--- src/rtl/fsm_4_pkg.sv ---
// Shared phase encodings, default dwell times and the phase-to-dwell lookup
// for the fsm_4 traffic-light controller.
package fsm_4_pkg;

   localparam int unsigned LIGHT_W = 5;

   localparam logic [LIGHT_W-1:0] LIGHT_GREEN      = 5'b00001;
   localparam logic [LIGHT_W-1:0] LIGHT_YELLOW     = 5'b00010;
   localparam logic [LIGHT_W-1:0] LIGHT_RED        = 5'b00100;
   localparam logic [LIGHT_W-1:0] LIGHT_PED_WALK   = 5'b01000;
   localparam logic [LIGHT_W-1:0] LIGHT_RED_YELLOW = 5'b10000;

   localparam int unsigned DEF_T_GREEN  = 20;
   localparam int unsigned DEF_T_YELLOW = 5;
   localparam int unsigned DEF_T_RED    = 5;
   localparam int unsigned DEF_T_PED    = 15;
   localparam int unsigned DEF_T_RY     = 3;
   localparam int unsigned DEF_CNT_W    = 8;

   typedef enum logic [LIGHT_W-1:0] {
      PH_GREEN      = LIGHT_GREEN,
      PH_YELLOW     = LIGHT_YELLOW,
      PH_RED        = LIGHT_RED,
      PH_PED_WALK   = LIGHT_PED_WALK,
      PH_RED_YELLOW = LIGHT_RED_YELLOW
   } phase_e;

   // Dwell for a phase; a corrupted phase code falls back to the green dwell.
   function automatic int unsigned phase_dwell(
      input phase_e      p,
      input int unsigned t_green,
      input int unsigned t_yellow,
      input int unsigned t_red,
      input int unsigned t_ped,
      input int unsigned t_ry
   );
      case (p)
         PH_GREEN:      return t_green;
         PH_YELLOW:     return t_yellow;
         PH_RED:        return t_red;
         PH_PED_WALK:   return t_ped;
         PH_RED_YELLOW: return t_ry;
         default:       return t_green;
      endcase
   endfunction

endpackage

--- src/rtl/fsm_4_timer.sv ---
// Loadable dwell counter: counts up from zero, flags the final cycle of a
// dwell of i_limit cycles. A limit of 2**CNT_W arrives as 0 and wraps correctly.
module fsm_4_timer #(
   parameter int unsigned CNT_W = 8
) (
   input  logic             clk,
   input  logic             rst,
   input  logic             i_clr,
   input  logic [CNT_W-1:0] i_limit,
   output logic             o_done_c
);

   logic [CNT_W-1:0] r_cnt;

   always_ff @(posedge clk) begin
      if (!rst) begin
         r_cnt <= '0;
      end else if (i_clr) begin
         r_cnt <= '0;
      end else begin
         r_cnt <= r_cnt + CNT_W'(1);
      end
   end

   assign o_done_c = (r_cnt == (i_limit - CNT_W'(1)));

endmodule

--- src/rtl/fsm_4.sv ---
// Free-running traffic-light controller: five timed one-hot phases with a
// registered pedestrian-walk enable that tracks the walk phase exactly.
module fsm_4
   import fsm_4_pkg::*;
#(
   parameter int unsigned T_GREEN  = DEF_T_GREEN,
   parameter int unsigned T_YELLOW = DEF_T_YELLOW,
   parameter int unsigned T_RED    = DEF_T_RED,
   parameter int unsigned T_PED    = DEF_T_PED,
   parameter int unsigned T_RY     = DEF_T_RY,
   parameter int unsigned CNT_W    = DEF_CNT_W
) (
   input  logic               clk,
   input  logic               rst,
   output logic [LIGHT_W-1:0] light,
   output logic               on
);

   phase_e           r_state;
   phase_e           w_next;
   logic             r_on;
   logic             w_next_on;
   logic             w_clr;
   logic             w_done;
   logic [CNT_W-1:0] w_limit;

   assign w_limit = CNT_W'(phase_dwell(r_state, T_GREEN, T_YELLOW, T_RED, T_PED, T_RY));

   fsm_4_timer #(
      .CNT_W (CNT_W)
   ) u_timer (
      .clk      (clk),
      .rst      (rst),
      .i_clr    (w_clr),
      .i_limit  (w_limit),
      .o_done_c (w_done)
   );

   // Next phase and walk enable; any non-legal code recovers to green.
   always_comb begin
      w_next = r_state;
      w_clr  = 1'b0;
      case (r_state)
         PH_GREEN:      if (w_done) begin w_next = PH_YELLOW;     w_clr = 1'b1; end
         PH_YELLOW:     if (w_done) begin w_next = PH_RED;        w_clr = 1'b1; end
         PH_RED:        if (w_done) begin w_next = PH_PED_WALK;   w_clr = 1'b1; end
         PH_PED_WALK:   if (w_done) begin w_next = PH_RED_YELLOW; w_clr = 1'b1; end
         PH_RED_YELLOW: if (w_done) begin w_next = PH_GREEN;      w_clr = 1'b1; end
         default: begin
            w_next = PH_GREEN;
            w_clr  = 1'b1;
         end
      endcase
      w_next_on = (w_next == PH_PED_WALK);
   end

   always_ff @(posedge clk) begin
      if (!rst) begin
         r_state <= PH_GREEN;
         r_on    <= 1'b0;
      end else begin
         r_state <= w_next;
         r_on    <= w_next_on;
      end
   end

   assign light = r_state;
   assign on    = r_on;

endmodule

--- config.mk ---
export PLATFORM = sky130hd
export DESIGN_NAME = fsm_4
export DESIGN_NICKNAME = d
export VERILOG_FILES = /design/src/rtl/fsm_4_pkg.sv /design/src/rtl/fsm_4_timer.sv /design/src/rtl/fsm_4.sv
export SDC_FILE = /design/constraint.sdc
export NUM_CORES = 1
export LEC_CHECK = 0
export CORE_ASPECT_RATIO = 0.5
export CORE_MARGIN = 2
export CORE_UTILIZATION = 30
export DETAILED_ROUTE_END_ITERATION = 10
export PLACE_DENSITY = 0.56
export REMOVE_ABC_BUFFERS = 1
export SLEW_MARGIN = 10
export SYNTH_ARGS = -nofsm -noshare
export SYNTH_HDL_FRONTEND = slang
export SYNTH_SLANG_ARGS = --single-unit
export TNS_END_PERCENT = 30
--- constraint.sdc ---
create_clock -name clk -period 5.9 [get_ports clk]
set_input_delay 1.77 -clock clk [delete_from_list [all_inputs] [get_ports clk]]
set_output_delay 1.77 -clock clk [all_outputs]
set_load 0.1 [all_outputs]
# --- After elaboration in Yosys (flattened, before gate mapping) ---
# Index checks and enable logic that the tools add are counted.
totals:
  register_bits: 14
  in_bits: 2
  out_inout_bits: 6
  elab_cells: 25
op_classes:
  add_sub_neg: 2
  eq_ne: 7
  n_mux: 9
  n_bitwise: 1
  n_reduce_logical: 3
op_table:
  columns: ["operator", "count"]
  rows:
  - ["two-way mux 5 bit", 5]
  - ["case mux 5 bit (5 select lines)", 1]
  - ["case mux 5 bit (3 select lines)", 1]
  - ["== test 5 x 4 -> 1 bit, second input constant", 2]
  - ["adder 8 x 1 -> 8 bit, second input constant", 1]
  - ["== test 8 bit", 1]
  - ["subtractor 5 x 1 -> 6 bit, second input constant", 1]
  - ["== test 5 x 1 -> 1 bit, second input constant", 1]
  - ["== test 5 x 2 -> 1 bit, second input constant", 1]
  - ["== test 5 x 3 -> 1 bit, second input constant", 1]
  - ["== test 5 bit, second input constant", 1]
  - ["OR reduction 5 bit", 1]
  - ["OR reduction 2 bit", 2]
  - ["two-way mux 1 bit", 2]
  - ["NOT 1 bit", 1]

# --- Depth between registers and ports, before layout ---
depth:
  ltp_word: 8
  depth_mapped: 8
  depth_no_buf: 6

# --- Modules after synthesis ---
# From an unflattened synthesis, not the netlist that was laid out.
unflattened:
  hier_cells: 116
  area_unflattened_um2: 991.0
by_module_without_submodules:
  columns: ["mod", "instances", "cells_per_inst", "area_each_um2", "seq_area_each_um2"]
  rows:
  - ["fsm_4_timer", 1, 65, 549.3, 160.2]
  - ["fsm_4", 1, 51, 441.7, 120.1]

# --- Worst setup path before layout ---
# No wires, ideal clock.
synth_path:
  path_type: "input-to-reg"
  start: "in rst"
  end: "reg r_state[4] (netlist: light[4])"
  setup_time_ns: 0.074
  arrival_time_ns: 2.742
  required_time_ns: 5.826
  slack_ns: 3.085
  stages: 5
  n_path_buf: 0
  cell_sequence: "nand3_1 > nor3b_1 > a311oi_2 > or2_2 > mux2i_1"
synth_rtl:
  columns: ["element", "line_no", "source"]
  rows:
  - ["from (decl)", "fsm_4.sv:14", "input logic rst,"]
  - ["to (signal assigned)", "fsm_4.sv:62", "r_state <= w_next;"]
  - ["to (decl)", "fsm_4.sv:19", "phase_e r_state;"]

# --- Final worst setup path ---
layout_path:
  start: "reg r_state[0] (netlist: light[0])"
  end: "out light[0]"
layout_rtl:
  columns: ["element", "line_no", "source"]
  rows:
  - ["to (decl)", "fsm_4.sv:15", "output logic [LIGHT_W-1:0] light,"]
# No word-level cell between the ends.

==> reports/results.tsv <==
metric	value	unit
status	finished clean	
initial_core_util	31.3	%
postRouteAntennaNets	0	
grt_util_met2	20.0	%
power_leakage	0.310	nW
power_density	196	nW/µm²
maxCapViolCount	0	
fmax	0.265	GHz
cpPeakStageDelay	1.21	ns
syn_area	811	µm²
cts.repair.resized	0	
vias	629	
cp-end-kind	output port	
htreeDepth	1	
syn_area_per_cell	8.72	µm²
r2r_setup_slack	3.22	ns
ys_ff_latch	14	
setup_violations	0	
post-route-period-util	63.9	%
routed_wl	1.51	mm
crit_family	buffers and inverters	
clk_pin_slew_worst_paths	0.05	ns
yosysUniqueCellTypes	27	
grt_max_degree	14	
maxSlewHeadroom	31.2	%
placed_cells	132	
drc_errors	0	
met1_usage	14.1	%
port_buffers	7	
rows	13	
wl_per_cell	11.2	µm
crit_type	register to output port	
final_cell_mix	dfxtp_1, nor2_1, xor2_1, nand3_1, nor3_1	
syn-instance-count	93	
cp.arrival	2.00	ns
ios	8	
ir_drop	68.2	µV
antenna_cells	0	
rsz0062_at_grt	no	
dpl_cell_area	883	µm²
cts_buffers	3	
synth_edf_count	0	
async_reset_ff_share	0	%
drtPass1Iterations	4	
design_area	925	µm²
dieArea	3160	µm²
die_h	40.8	µm
synth_warnings	0	
clockBufferDepth	2	
core	2590	µm²
hold_class	register to register	
dp_hpwl	1.11	mm
cts_tree	done	
grt_overflow	0	
slowest_stage	clkdlybuf4s50_1	
place_ws	2.28	ns
root_buffer	clkbuf_8	
maxSlewViolCount	0	
hold_viol_final	0	
antenna_found_initial	0	
crit_required	4.13	ns
worst-path-max-fanout	11	
worstReg2RegEnd	light[1]	
via_per_inst	4.66	
die_w	77.5	µm
yosys_most_used_dff	dfxtp_1	
final_nets	103	
finClkSkew	0.00270	ns
grt_pass1_vias	568	
area_growth	14.0	%
r2r_cells	6	
setup_tns	0	ns
path_cells	clkdlybuf4s50_1	
finalWorstSetupSlack	2.13	ns
synth_seq_area_share	34.6	%
clock-sinks	14	
tightest_slew	1.03	ns
grt.busiest_layer	met2	
holdWs	0.547	ns
r2r-start	light[3]	
hold_buffers	0	
path_buf_inv	1	
postCtsSetupBuffers	0	
final_common_cell	dfxtp_1	
hold_end	u_timer.r_cnt[0]	
hold_depth	1	
hp-start	u_timer.r_cnt[0]	
drtIter0Drc	12	
grt.total_usage	11.5	%
layout-drive-gt1-share	9.18	%
finalNonFillerCells	135	
gr-usage-met3	4.63	%
critPathLaunchType	register	
min_period	3.77	ns
place.gp.congestion	0.729	
clk_latency	0.24	ns
grt_pass1_wl	2.73	mm
==> power breakdown <==
group	total [W]	internal (W)	switching [W]
clock	0.0000740	0.0000449	0.0000291
sequential	0.0000989	0.0000964	0.00000245
combinational	0.00000827	0.00000404	0.00000423
==> cell families (layout without fill, tap and decap cells) <==
family	Yosys count	count (layout)	share of synthesized area (%)
mux	6	6	7.56
fa+ha+maj	1	1	1.54
xor+xnor	12	12	13.0
buf+inv	8	13	6.79
flops	14	14	34.6
simple gates	42	42	26.2
compound gates	10	10	10.3
==> metrics by stage <==
| step | power, W | utilization (%) |
|---|---|---|
| 2_1_floorplan | 0.000106 | - |
| 3_3_place_gp | 0.000109 | 34.2 |
| 3_5_place_dp | 0.000109 | 34.2 |
| 4_1_cts | 0.000184 | 35.8 |
| 5_1_grt | 0.000190 | 35.8 |
| 6_report | 0.000181 | 35.8 |
==> Yosys cell counts (2+ instances only) <==
library cell,instances,area share [%]
o211ai_1,3,2.8
nand2_1,3,1.4
nand3_1,9,5.6
xnor2_1,3,3.2
nor2_1,10,4.6
nor3b_1,3,2.8
dfxtp_1,14,35
nand4_1,2,1.5
a21oi_1,2,1.2
xor2_1,9,9.7
inv_1,3,1.4
nor3_1,9,5.6
mux2i_1,5,6.2
buf_6,3,4.2
or2_2,2,1.5
buf_2,2,1.2
==> registers in the layout (all words and copies together), names as in the netlist <==
register       cells
light              5
u_timer.r_cnt      8
on                 1
==> how the worst max path moves through the flow <==
stage / cells past startpoint / end / slack (ns) / startpoint
3_5_place_dp: 6 / light[4] / 2.28 / rst
4_1_cts: 1 / light[0] / 2.13 / light[0]
2_1_floorplan: 6 / light[1] / 2.79 / light[4]
6_report: 1 / light[0] / 2.13 / light[0]
3_3_place_gp: 6 / light[4] / 2.31 / rst
5_1_grt: 1 / light[0] / 2.04 / light[0]
==> per-layer routing <==
metal | wire (µm) | vias to the layer above | share of wire, %
met1 | 775 | 285 | 51
met2 | 677 | 6 | 45
met3 | 43 | 2 | 2.8
li1 | - | 336 | -
met5 | 0 | - | 0
met4 | 12 | 0 | 0.80
==> final cells by class <==
type,count,area [µm²]
Clock buffer,3,41.3
Fill cell,270,1660
Inverter,3,11.3
Multi-Input combinational cell,71,475
Sequential cell,14,280
Tap cell,37,46.3
Timing Repair Buffer,7,70.1
No activity file was read; power rests on OpenSTA's default activity.
